File: src/rtl/mem_port_arbiter.sv
// Shares one req/addr_ok/data_ok memory port between the fetch (inst) and memory (data) stages.
// Latency: request/accept pass through combinationally; responses are routed in the same cycle.
// Backpressure: no grant while MAX_OUTST requests are outstanding; mem_addr_ok stalls pass back.
module mem_port_arbiter #(
  parameter int MAX_OUTST    = 4,
  parameter int STARVE_LIMIT = 8
) (
  input  logic        clk,
  input  logic        resetn,
  input  logic        inst_req,
  input  logic        inst_cache,
  input  logic [31:0] inst_addr,
  output logic        inst_addr_ok,
  output logic        inst_data_ok,
  output logic [31:0] inst_rdata,
  input  logic        data_req,
  input  logic        data_wr,
  input  logic [1:0]  data_size,
  input  logic        data_cache,
  input  logic [31:0] data_addr,
  input  logic [31:0] data_wdata,
  output logic        data_addr_ok,
  output logic        data_data_ok,
  output logic [31:0] data_rdata,
  output logic        mem_req,
  output logic        mem_wr,
  output logic [1:0]  mem_size,
  output logic        mem_cache,
  output logic [31:0] mem_addr,
  output logic [31:0] mem_wdata,
  input  logic        mem_addr_ok,
  input  logic        mem_data_ok,
  input  logic [31:0] mem_rdata,
  output logic        proto_err,
  output logic [31:0] perfcnt_inst_block
);

  localparam int CNT_W = $clog2(MAX_OUTST + 1);
  localparam int PTR_W = (MAX_OUTST > 1) ? $clog2(MAX_OUTST) : 1;
  localparam int STV_W = $clog2(STARVE_LIMIT + 1);

  // In-order source tags: 0 = inst, 1 = data.
  logic [MAX_OUTST-1:0] r_tag;
  logic [PTR_W-1:0]     r_head;
  logic [PTR_W-1:0]     r_tail;
  logic [CNT_W-1:0]     r_count;
  logic [STV_W-1:0]     r_starve;
  logic                 r_proto_err;
  logic [31:0]          r_perf;

  logic w_full;
  logic w_gnt_inst;
  logic w_gnt_data;
  logic w_push;
  logic w_pop;
  logic w_head_tag;

  function automatic logic [PTR_W-1:0] f_next(input logic [PTR_W-1:0] p);
    return (p == PTR_W'(MAX_OUTST - 1)) ? '0 : p + 1'b1;
  endfunction

  assign w_full = (r_count == CNT_W'(MAX_OUTST));

  // Grant: data normally wins a tie; inst wins once it has been starved long enough.
  always_comb begin
    w_gnt_inst = 1'b0;
    w_gnt_data = 1'b0;
    if (!w_full) begin
      if (inst_req && data_req) begin
        if (r_starve == STV_W'(STARVE_LIMIT)) begin
          w_gnt_inst = 1'b1;
        end else begin
          w_gnt_data = 1'b1;
        end
      end else begin
        w_gnt_inst = inst_req;
        w_gnt_data = data_req;
      end
    end
  end

  // Request fields come from the inst side whenever data is not granted.
  always_comb begin
    mem_req   = w_gnt_inst | w_gnt_data;
    mem_wr    = 1'b0;
    mem_size  = 2'd2;
    mem_cache = inst_cache;
    mem_addr  = inst_addr;
    mem_wdata = 32'd0;
    if (w_gnt_data) begin
      mem_wr    = data_wr;
      mem_size  = data_size;
      mem_cache = data_cache;
      mem_addr  = data_addr;
      mem_wdata = data_wdata;
    end
  end

  assign w_push     = mem_req & mem_addr_ok;
  assign w_pop      = mem_data_ok & (r_count != '0);
  assign w_head_tag = r_tag[r_head];

  assign inst_addr_ok       = mem_addr_ok & w_gnt_inst;
  assign data_addr_ok       = mem_addr_ok & w_gnt_data;
  assign inst_data_ok       = w_pop & ~w_head_tag;
  assign data_data_ok       = w_pop & w_head_tag;
  assign inst_rdata         = mem_rdata;
  assign data_rdata         = mem_rdata;
  assign proto_err          = r_proto_err;
  assign perfcnt_inst_block = r_perf;

  // Tag storage needs no reset: entries are only read between push and pop.
  always_ff @(posedge clk) begin
    if (w_push) begin
      r_tag[r_tail] <= w_gnt_data;
    end
  end

  // Tracker pointers and occupancy; a simultaneous push and pop keeps the count.
  always_ff @(posedge clk) begin
    if (!resetn) begin
      r_head  <= '0;
      r_tail  <= '0;
      r_count <= '0;
    end else begin
      if (w_push) r_tail <= f_next(r_tail);
      if (w_pop)  r_head <= f_next(r_head);
      if (w_push && !w_pop) begin
        r_count <= r_count + 1'b1;
      end else if (!w_push && w_pop) begin
        r_count <= r_count - 1'b1;
      end
    end
  end

  // Starvation counter: saturating count of cycles inst waited behind data.
  always_ff @(posedge clk) begin
    if (!resetn) begin
      r_starve <= '0;
    end else if (w_gnt_inst && mem_addr_ok) begin
      r_starve <= '0;
    end else if (inst_req && w_gnt_data && (r_starve != STV_W'(STARVE_LIMIT))) begin
      r_starve <= r_starve + 1'b1;
    end
  end

  // Sticky flag for a response arriving with nothing outstanding.
  always_ff @(posedge clk) begin
    if (!resetn) begin
      r_proto_err <= 1'b0;
    end else if (mem_data_ok && (r_count == '0)) begin
      r_proto_err <= 1'b1;
    end
  end

  // Count cycles where inst lost arbitration to data (wraps naturally).
  always_ff @(posedge clk) begin
    if (!resetn) begin
      r_perf <= '0;
    end else if (inst_req && !w_gnt_inst && data_req && !w_full) begin
      r_perf <= r_perf + 32'd1;
    end
  end

endmodule

File: config.mk
export PLATFORM = sky130hd
export DESIGN_NAME = mem_port_arbiter
export DESIGN_NICKNAME = d
export VERILOG_FILES = /design/src/rtl/mem_port_arbiter.sv
export SDC_FILE = /design/constraint.sdc
export NUM_CORES = 1
export LEC_CHECK = 0
export ABC_AREA = 0
export CORE_AREA = 2 2 121 123
export CTS_CLUSTER_SIZE = 24
export DETAILED_ROUTE_END_ITERATION = 8
export DIE_AREA = 0 0 123 125
export DONT_BUFFER_PORTS = 1
export SYNTH_ARGS = -nofsm -noshare
export SYNTH_HDL_FRONTEND = slang
export SYNTH_SLANG_ARGS = --single-unit
File: constraint.sdc
create_clock -name clk -period 3 [get_ports clk]
set_clock_uncertainty 0.15 [all_clocks]
set_input_delay 0.3 -clock clk [delete_from_list [all_inputs] [get_ports clk]]
set_output_delay 0.3 -clock clk [all_outputs]
set_load 0.01 [all_outputs]
# --- Yosys cells after proc, flatten, opt, wreduce, memory -nomap -nowiden ---
# Index checks and enable logic that the tools add are counted.
word_totals:
  ff_bits: 48
  input_bits: 139
  output_inout_bits: 170
  elab_cells: 69
op_classes:
  add_sub_neg: 6
  order_cmp: 3
  eq_ne: 5
  n_mux: 20
  bitwise: 9
  reduce_logical: 19
op_table:
  columns: ["op", "n"]
  rows:
  - ["2-to-1 mux 32 bit", 2]
  - ["adder 32 x 1 -> 32 bit, second input constant", 1]
  - ["logical AND 1 bit", 11]
  - ["2-to-1 mux 1 bit", 10]
  - ["AND 1 bit", 6]
  - ["< comparator 2 x 3 -> 1 bit, second input constant", 2]
  - ["2-to-1 mux 2 bit", 3]
  - ["2-to-1 mux 3 bit", 2]
  - ["adder 2 x 1 -> 2 bit, second input constant", 2]
  - ["adder 4 x 1 -> 4 bit, second input constant", 1]
  - ["bitwise mux 4 bit", 1]
  - ["equality test 2 bit, second input constant", 2]
  - ["equality test 4 bit, second input constant", 1]
  - ["logical NOT 1 bit", 4]
  - ["!= test 4 bit, second input constant", 1]
  - ["adder 3 x 1 -> 3 bit, second input constant", 1]
  - ["equality test 3 bit, second input constant", 1]
  - ["logical NOT 3 bit", 1]
  - ["nonzero test 3 bit", 1]
  - ["subtractor 3 x 1 -> 3 bit, second input constant", 1]
  - ["binary-select mux 1 bit (select 2 bit)", 1]
  - ["demux 1 bit (select 2 bit)", 1]
  - ["greater-or-equal comparator 2 x 1 -> 1 bit, second input constant", 1]
  - ["NOT 1 bit", 2]
  - ["3 further kinds", 3]

# --- Logic depth before layout (Yosys ltp) ---
# Gate-level depths: netlist (run 1).
logic_depth:
  depth_word: 10
  mapped_depth: 9
  depth_no_buf: 8

# --- Worst setup path after synthesis (run 1) ---
# OpenSTA, ideal clock, no wires.
synth_timing:
  path_kind: "input to register"
  start: "input port inst_req"
  end: "register r_count[2]"
  setup_time_ps: 72
  arrival_time_ps: 2226
  required_time_ps: 2778
  setup_slack_ps: 552
  stages: 9
  path_buffers: 1
  cell_sequence: "clkbuf_1 nor2_1 nor3b_2 ha_1 inv_1 fa_1 xor2_1 or3_1 a21oi_1"
synth_between:
  elab_chain_cells: 8
  word_cells_on_any_way: 12
  cone_classes: "mux: 5; bitwise: 2; reduce/logical: 5"
synth_lines:
  columns: ["element", "line_no", "rtl"]
  rows:
  - ["start: declaration", "10", "input logic inst_req,"]
  - ["logical AND 1 bit", "69", "if (inst_req && data_req) begin"]
  - ["2-to-1 mux 1 bit", "69", null]
  - ["2-to-1 mux 1 bit", "68", "if (!w_full) begin"]
  - ["OR 1 bit *", "84", "mem_req = w_gnt_inst | w_gnt_data;"]
  - ["AND 1 bit *", "99", "assign w_push = mem_req & mem_addr_ok;"]
  - ["named net w_push", "54", "logic w_push;"]
  - ["logical NOT 1 bit", "130", "end else if (!w_push && w_pop) begin"]
  - ["logical AND 1 bit", "130", null]
  - ["nonzero test 2 bit (no source line)", null, null]
  - ["end signal: assignment", "129", "r_count <= r_count + 1'b1;"]
  - ["end signal: assignment", "131", "r_count <= r_count - 1'b1;"]
  - ["end: declaration", "46", "logic [CNT_W-1:0] r_count;"]
# The timed path passes the listed nets; every way through them passes the cells marked *.
# A chain may end at the register's enable or synchronous reset.

# --- Worst setup path in the final report (run 1) ---
layout_timing:
  start: "register r_count[0]"
  end: "output port mem_addr[30]"
layout_between:
  elab_chain_cells: 3
layout_lines:
  columns: ["element", "line_no", "rtl"]
  rows:
  - ["equality test 3 bit", "62", "assign w_full = (r_count == CNT_W'(MAX_OUTST));"]
  - ["2-to-1 mux 1 bit", "68", null]
  - ["2-to-1 mux 32 bit", "90", "if (w_gnt_data) begin"]
  - ["end: declaration", "29", "output logic [31:0] mem_addr,"]
# Every way passes these cells.

==> results of run 1 <==
==> worst reg2reg max path, stage by stage, from the launching register on <==
cell,delay [ps]
dfxtp_1,470
nor3b_1,140
nor3b_2,420
ha_1,260
inv_1,60
fa_1,390
xor2_1,170
or3_1,310
a21oi_1,140
==> metrics by stage <==
stage | std cells | cell area, sq um | setup WS (ps) | util, %
finish | 536 | 3480 | 239 | 24.5
floorplan | 429 | 3670 | 552 | -
detailed placement | 525 | 3320 | 452 | 23.4
global placement | 525 | 3320 | 572 | 23.4
global route | 533 | 3480 | 46.3 | 24.5
CTS | 533 | 3480 | 218 | 24.5
==> how the worst max path moves through the flow <==
stage                              endpoint                     from  slack [ps]
global placement    r_count[2]$_SDFFE_PN0P_  r_count[0]$_SDFFE_PN0P_         570
floorplan           r_count[2]$_SDFFE_PN0P_                 inst_req         550
global route                   mem_addr[30]  r_count[0]$_SDFFE_PN0P_          50
finish                         mem_addr[30]  r_count[0]$_SDFFE_PN0P_         240
detailed placement  r_count[2]$_SDFFE_PN0P_  r_count[0]$_SDFFE_PN0P_         450
CTS                            mem_addr[30]  r_count[0]$_SDFFE_PN0P_         220
==> sequential cells by signal (all words and copies together) (netlist names) <==
| signal | cells |
|---|---|
| r_starve | 4 |
| proto_err | 1 |
| r_head | 2 |
| perfcnt_inst_block | 32 |
| r_tag | 4 |
| r_count | 3 |
| r_tail | 2 |
==> cells in the mapped netlist (2+ instances only) <==
cell and instances:
a21oi_1 24, and2_1 40, and3_1 2, and4_1 6, buf_2 8, buf_4 66, buf_6 2, clkbuf_1 13
dfxtp_1 44, edfxtp_1 4, ha_1 9, inv_1 11, mux2_2 33, mux2i_1 16, nand2_1 31, nand2b_1 16
nand3_1 12, nand4_1 7, nand4_4 2, nor2_1 12, nor3_1 2, nor4_1 11, o21ai_0 5, o311ai_0 2
o31ai_1 15, o41ai_1 2, or3_1 5, or4_1 14, xor2_1 2
==> report_power, final <==
| group | internal [mW] | switching (mW) |
|---|---|---|
| Combinational | 0.252 | 0.415 |
| Clock | 0.333 | 0.251 |
| Sequential | 0.692 | 0.0580 |
==> final cells by class <==
type	instances	area [sq um]
antenna	3	7.51
fill	1540	10700
clock inverter	2	13.8
inverter	12	45.0
tap	184	230
sequential	48	1000
clock buffer	6	139
multi-input combinational	279	2020
timing repair buffer	2	27.5
==> metal layers <==
layer	GRT usage (%)	routed length (microns)
met4	2.21	128
met3	7.76	1260
met2	31.2	7210
met5	0	0
met1	19.3	4990
==> logic make-up after synthesis <==
kind of cell / Yosys count
multiplexers: 50
AO/OA/AOI/OAI: 50
AND/OR/NAND/NOR: 166
adder cells (fa/ha/maj): 10
flip-flops: 48
XOR/XNOR: 3
buffers and inverters: 102
==> results.sh, run 1 <==
export IMPL_outcome="finished clean"
export IMPL_synth_compound_area_share_pct=8.42
export IMPL_dp_hpwl_microns=11400
export IMPL_synth_area_leader_cell="dfxtp_1"
export IMPL_min_path_type="primary input to register"
export IMPL_synth_area_mux_share_pct=15.1
export IMPL_final_cell_mix="44 x dfxtp_1, 40 x and2_1, 33 x mux2_2, 31 x nand2_1, 24 x a21oi_1"
export IMPL_totalWireLength_microns=13600
export IMPL_critPathTopFamily="simple AND/OR/NAND/NOR gates"
export IMPL_synthAdderAreaFrac_pct=3.62
export IMPL_cts_sinks=48
export IMPL_whs_path_depth=2
export IMPL_antenna_found_initial=7
export IMPL_rows=44
export IMPL_power_density_nw_per_um2=574
export IMPL_synth_nets=578
export IMPL_synth_top_flop_cell="dfxtp_1"
export IMPL_cp_depth=5
export IMPL_cts_buffers=5
export IMPL_yosysUniqueCellTypes=42
export IMPL_yosysWarnings=0
export IMPL_rr_endpoint="r_count[2]$_SDFFE_PN0P_"
export IMPL_setup_violations=0
export IMPL_worst_pin_slew_ps=806
export IMPL_ys_seq_elements=48
export IMPL_fmax_mhz=362
export IMPL_fp_dieArea_sq_um=15400
export IMPL_hp_start="resetn"
export IMPL_wl_per_cell_microns=25.3
export IMPL_drive_gt1_share_pct=13.8
export IMPL_drtPass1Iterations=4
export IMPL_slew_headroom_pct=45.9
export IMPL_via_per_inst=5.23
export IMPL_synth_top_family_by_area="simple AND/OR/NAND/NOR gates"
export IMPL_grt_max_degree=74
export IMPL_timing_final_crit_period_ps=2760
export IMPL_worst_hold_path_endpoint="perfcnt_inst_block[17]$_SDFFE_PN0P_"
export IMPL_hold_viol_final=0
export IMPL_synthCells=429
export IMPL_critical_path_arrival_ps=2310
export IMPL_cp_end_kind="output pin"
export IMPL_power_leakage_nw=1.12
export IMPL_path_buf_inv=1
export IMPL_fin_tns_setup_ps=0
export IMPL_start_util_pct=25.8
export IMPL_synth_area_top_cells="dfxtp_1 24%, buf_4 14%, mux2_2 10%"
export IMPL_synth_async_reset_ratio_pct=0
export IMPL_h_tree_depth=2
export IMPL_hold_buffers=0
export IMPL_rr_startpoint="r_count[0]$_SDFFE_PN0P_"
export IMPL_vdd_drop_max_v=0.000213
export IMPL_nets=497
export IMPL_path_clk_slew_ps=70
export IMPL_grt_overflow=0
export IMPL_cp_slowest_cell="mux2_2"
export IMPL_synth_xor_xnor_area_share_pct=0.716
export IMPL_hold_slack_ps=4.77
export IMPL_track_usage_pct=17.4
export IMPL_numPortBuffers=0
export IMPL_synth_top_cell_area_share_pct=24.0
export IMPL_grt_pass1_wl_microns=19200
export IMPL_ys_seq_area_share_pct=27.3
export IMPL_fin_total_pwr_mw=2.00
export IMPL_grt_pass1_vias=2687
export IMPL_die_height_microns=125
export IMPL_cp_start_kind="register"
export IMPL_synth_avg_cell_area_sq_um=8.55
export IMPL_critPathMaxStageDelay_ps=480
export IMPL_drt_iter0_markers=190
export IMPL_final_common_cell="dfxtp_1"
export IMPL_ctsRootBufferMaster="clkbuf_16"
export IMPL_coreArea_sq_um=14200
export IMPL_fin_crit_sh_pct=92.0
export IMPL_gp_congestion=0.873
export IMPL_cts_tree="built"
export IMPL_die_w_microns=123
export IMPL_rrSetupSlack_ps=410
export IMPL_drv_cap=0
export IMPL_worstRegToRegCells=8
export IMPL_synthesis_area_sq_um=3670
export IMPL_insertion_delay_ps=290
export IMPL_yosys_area_share_simple_pct=27.0
export IMPL_clock_path_buffers=2
export IMPL_ant_nets=0
export IMPL_cts_resized=0
export IMPL_cp_max_fo=73
export IMPL_rsz0062_at_grt="false"
export IMPL_io_pins=309
export IMPL_required_ps=2550
export IMPL_drc=0
export IMPL_worstSetupPathType="register to output pin"
export IMPL_area_delta_synth_final_pct=-5.05
export IMPL_worstPathCellList="or3b_1 > nand2_1 > a21oi_4 > buf_12 > mux2_2"
export IMPL_synth_edf_count=4
export IMPL_slew_viol_final=0
export IMPL_num_vias=2803
export IMPL_post_cts_buffers=0
Note: power is estimated with default switching activity, not from simulation.
==> run 2: changes to the inputs <==
PLACE_DENSITY = 0.51   (was unset)
==> run 2 against run 1 <==
  * Register-to-register slack barely moved
  * Fmax rose by 2.8%
  * Sequential power barely moved
  * Count of clock-buffer cells in the layout rose by 1
  * Sequential share of layout area fell by 0.23 points
  * Highest routed layer is now met5
==> results.sh, run 2 (synthesis gave the netlist of run 1 again) <==
export IMPL_rsz0062_at_grt="false"
export IMPL_power_density_nw_per_um2=557
export IMPL_slew_headroom_pct=41.9
export IMPL_multi_input_area_sq_um=2020
export IMPL_power_leakage_nw=1.13
export IMPL_rr_startpoint="r_count[0]$_SDFFE_PN0P_"
export IMPL_die_w_microns=123
export IMPL_drt_iter0_markers=131
export IMPL_hp_start="resetn"
export IMPL_nets=499
export IMPL_num_vias=2751
export IMPL_timing_final_crit_period_ps=2680
export IMPL_worstPathCellList="inv_1 > ha_1 > nand3b_1 > inv_1 > a21oi_4 > buf_12 > mux2_2"
export IMPL_cts_resized=0
export IMPL_final_common_cell="dfxtp_1"
export IMPL_path_buf_inv=3
export IMPL_drtPass1Iterations=5
export IMPL_die_height_microns=125
export IMPL_io_pins=309
export IMPL_totalWireLength_microns=12100
export IMPL_insertion_delay_ps=290
export IMPL_hold_viol_final=0
export IMPL_worst_pin_slew_ps=867
export IMPL_hold_buffers=0
export IMPL_grt_max_degree=74
export IMPL_fin_total_pwr_mw=1.96
export IMPL_drv_cap=0
export IMPL_cts_buffers=5
export IMPL_outcome="finished clean"
export IMPL_area_delta_synth_final_pct=-4.30
export IMPL_numPortBuffers=0
export IMPL_fmax_mhz=372
export IMPL_grt_overflow=0
export IMPL_critPathMaxStageDelay_ps=430
export IMPL_ant_nets=0
export IMPL_crit_path_frequent_cell="inv_1"
export IMPL_largest_reg_flops=32
export IMPL_cp_start_kind="register"
export IMPL_grt_pass1_vias=2681
export IMPL_clock_path_buffers=2
export IMPL_coreArea_sq_um=14200
export IMPL_cts_tree="built"
export IMPL_required_ps=2550
export IMPL_min_path_type="primary input to register"
export IMPL_h_tree_depth=2
export IMPL_start_util_pct=25.8
export IMPL_fp_dieArea_sq_um=15400
export IMPL_dp_hpwl_microns=9590
export IMPL_gp_congestion=0.887
export IMPL_cp_max_fo=73
export IMPL_slew_viol_final=0
export IMPL_via_per_inst=5.07
export IMPL_grt_pass1_wl_microns=17300
export IMPL_drc=0
export IMPL_track_usage_pct=15.0
export IMPL_fin_crit_sh_pct=89.5
export IMPL_seqCellArea_sq_um=1000
export IMPL_rows=44
export IMPL_cp_end_kind="output pin"
export IMPL_post_cts_buffers=0
export IMPL_drive_gt1_share_pct=13.7
export IMPL_setup_violations=0
export IMPL_fillers=1516
export IMPL_ctsRootBufferMaster="clkbuf_16"
export IMPL_crit_start="r_starve[0]$_SDFFE_PP0P_"
export IMPL_path_clk_slew_ps=60
export IMPL_critical_path_arrival_ps=2230
export IMPL_final_cell_mix="44 x dfxtp_1, 40 x and2_1, 33 x mux2_2, 31 x nand2_1, 24 x a21oi_1"
export IMPL_cts_sinks=48
export IMPL_wl_per_cell_microns=22.2
export IMPL_fin_tns_setup_ps=0
export IMPL_vdd_drop_max_v=0.000273
export IMPL_worstSetupPathType="register to output pin"
export IMPL_cp_slowest_cell="mux2_2"
export IMPL_critPathTopFamily="buffers and inverters"
export IMPL_antenna_found_initial=10
==> run 2: cell count changes in the layout (fill, tap and decap cells not counted) <==
cell	previous run	this run
clkbuf_1	0	1
buf_4	1	2
diode_2	3	8
inv_4	1	0
dlygate4sd3_1	0	1
==> run 2: layer usage <==
layer | wire length (microns) | share of wire [%] | global-route usage [%]
met3 | 1450 | 12 | 8.94
met2 | 6320 | 52 | 26.6
met4 | 48 | 0.40 | 2.67
met1 | 4230 | 35 | 15.2
met5 | 27 | 0.22 | 0
==> run 2: path summary, 6_finish.rpt <==
path | end | slack, ps | cells past startpoint
setup / recovery | mem_addr[23] | 320 | 7
hold / removal | perfcnt_inst_block[26]$_SDFFE_PN0P_ | 10 | 2
hold reg to reg | r_starve[0]$_SDFFE_PP0P_ | 340 | 2
setup reg to reg | r_count[2]$_SDFFE_PN0P_ | 400 | 8
==> run 2: worst register-to-register path, cell delays in order, from the launching register on <==
cell and delay (ps):
dfxtp_1 470, nor3b_1 140, nor3b_2 430, ha_1 270, inv_1 60, fa_1 370, xor2_1 160, or3_1 320
a21oi_1 140
==> run 2: area by class of cell <==
type / count / share of cell area (%)
multi-input combinational: 279 / 57.5
antenna: 8 / 0.570
clock buffer: 7 / 4.06
inverter: 12 / 1.28
sequential: 48 / 28.5
tap: 184 / 6.56
timing repair buffer: 4 / 1.28
clock inverter: 1 / 0.214
==> run 2: metrics by stage <==
step	hold slack (ps)	cells	cell area (sq um)	util (%)	setup WS, ps
after floorplan	291	429	3670	-	552
after global placement	300	526	3330	23.4	593
after detailed placement	310	526	3330	23.4	445
after CTS	0.581	534	3480	24.5	319
after global routing	1.78	542	3510	24.7	193
final	11.5	543	3510	24.7	315
==> run 2: power by group <==
group / switching, mW / internal, mW / total, mW
Sequential: 0.0584 / 0.692 / 0.750
Combinational: 0.375 / 0.258 / 0.633
Clock: 0.240 / 0.332 / 0.572
Total: 0.673 / 1.28 / 1.96
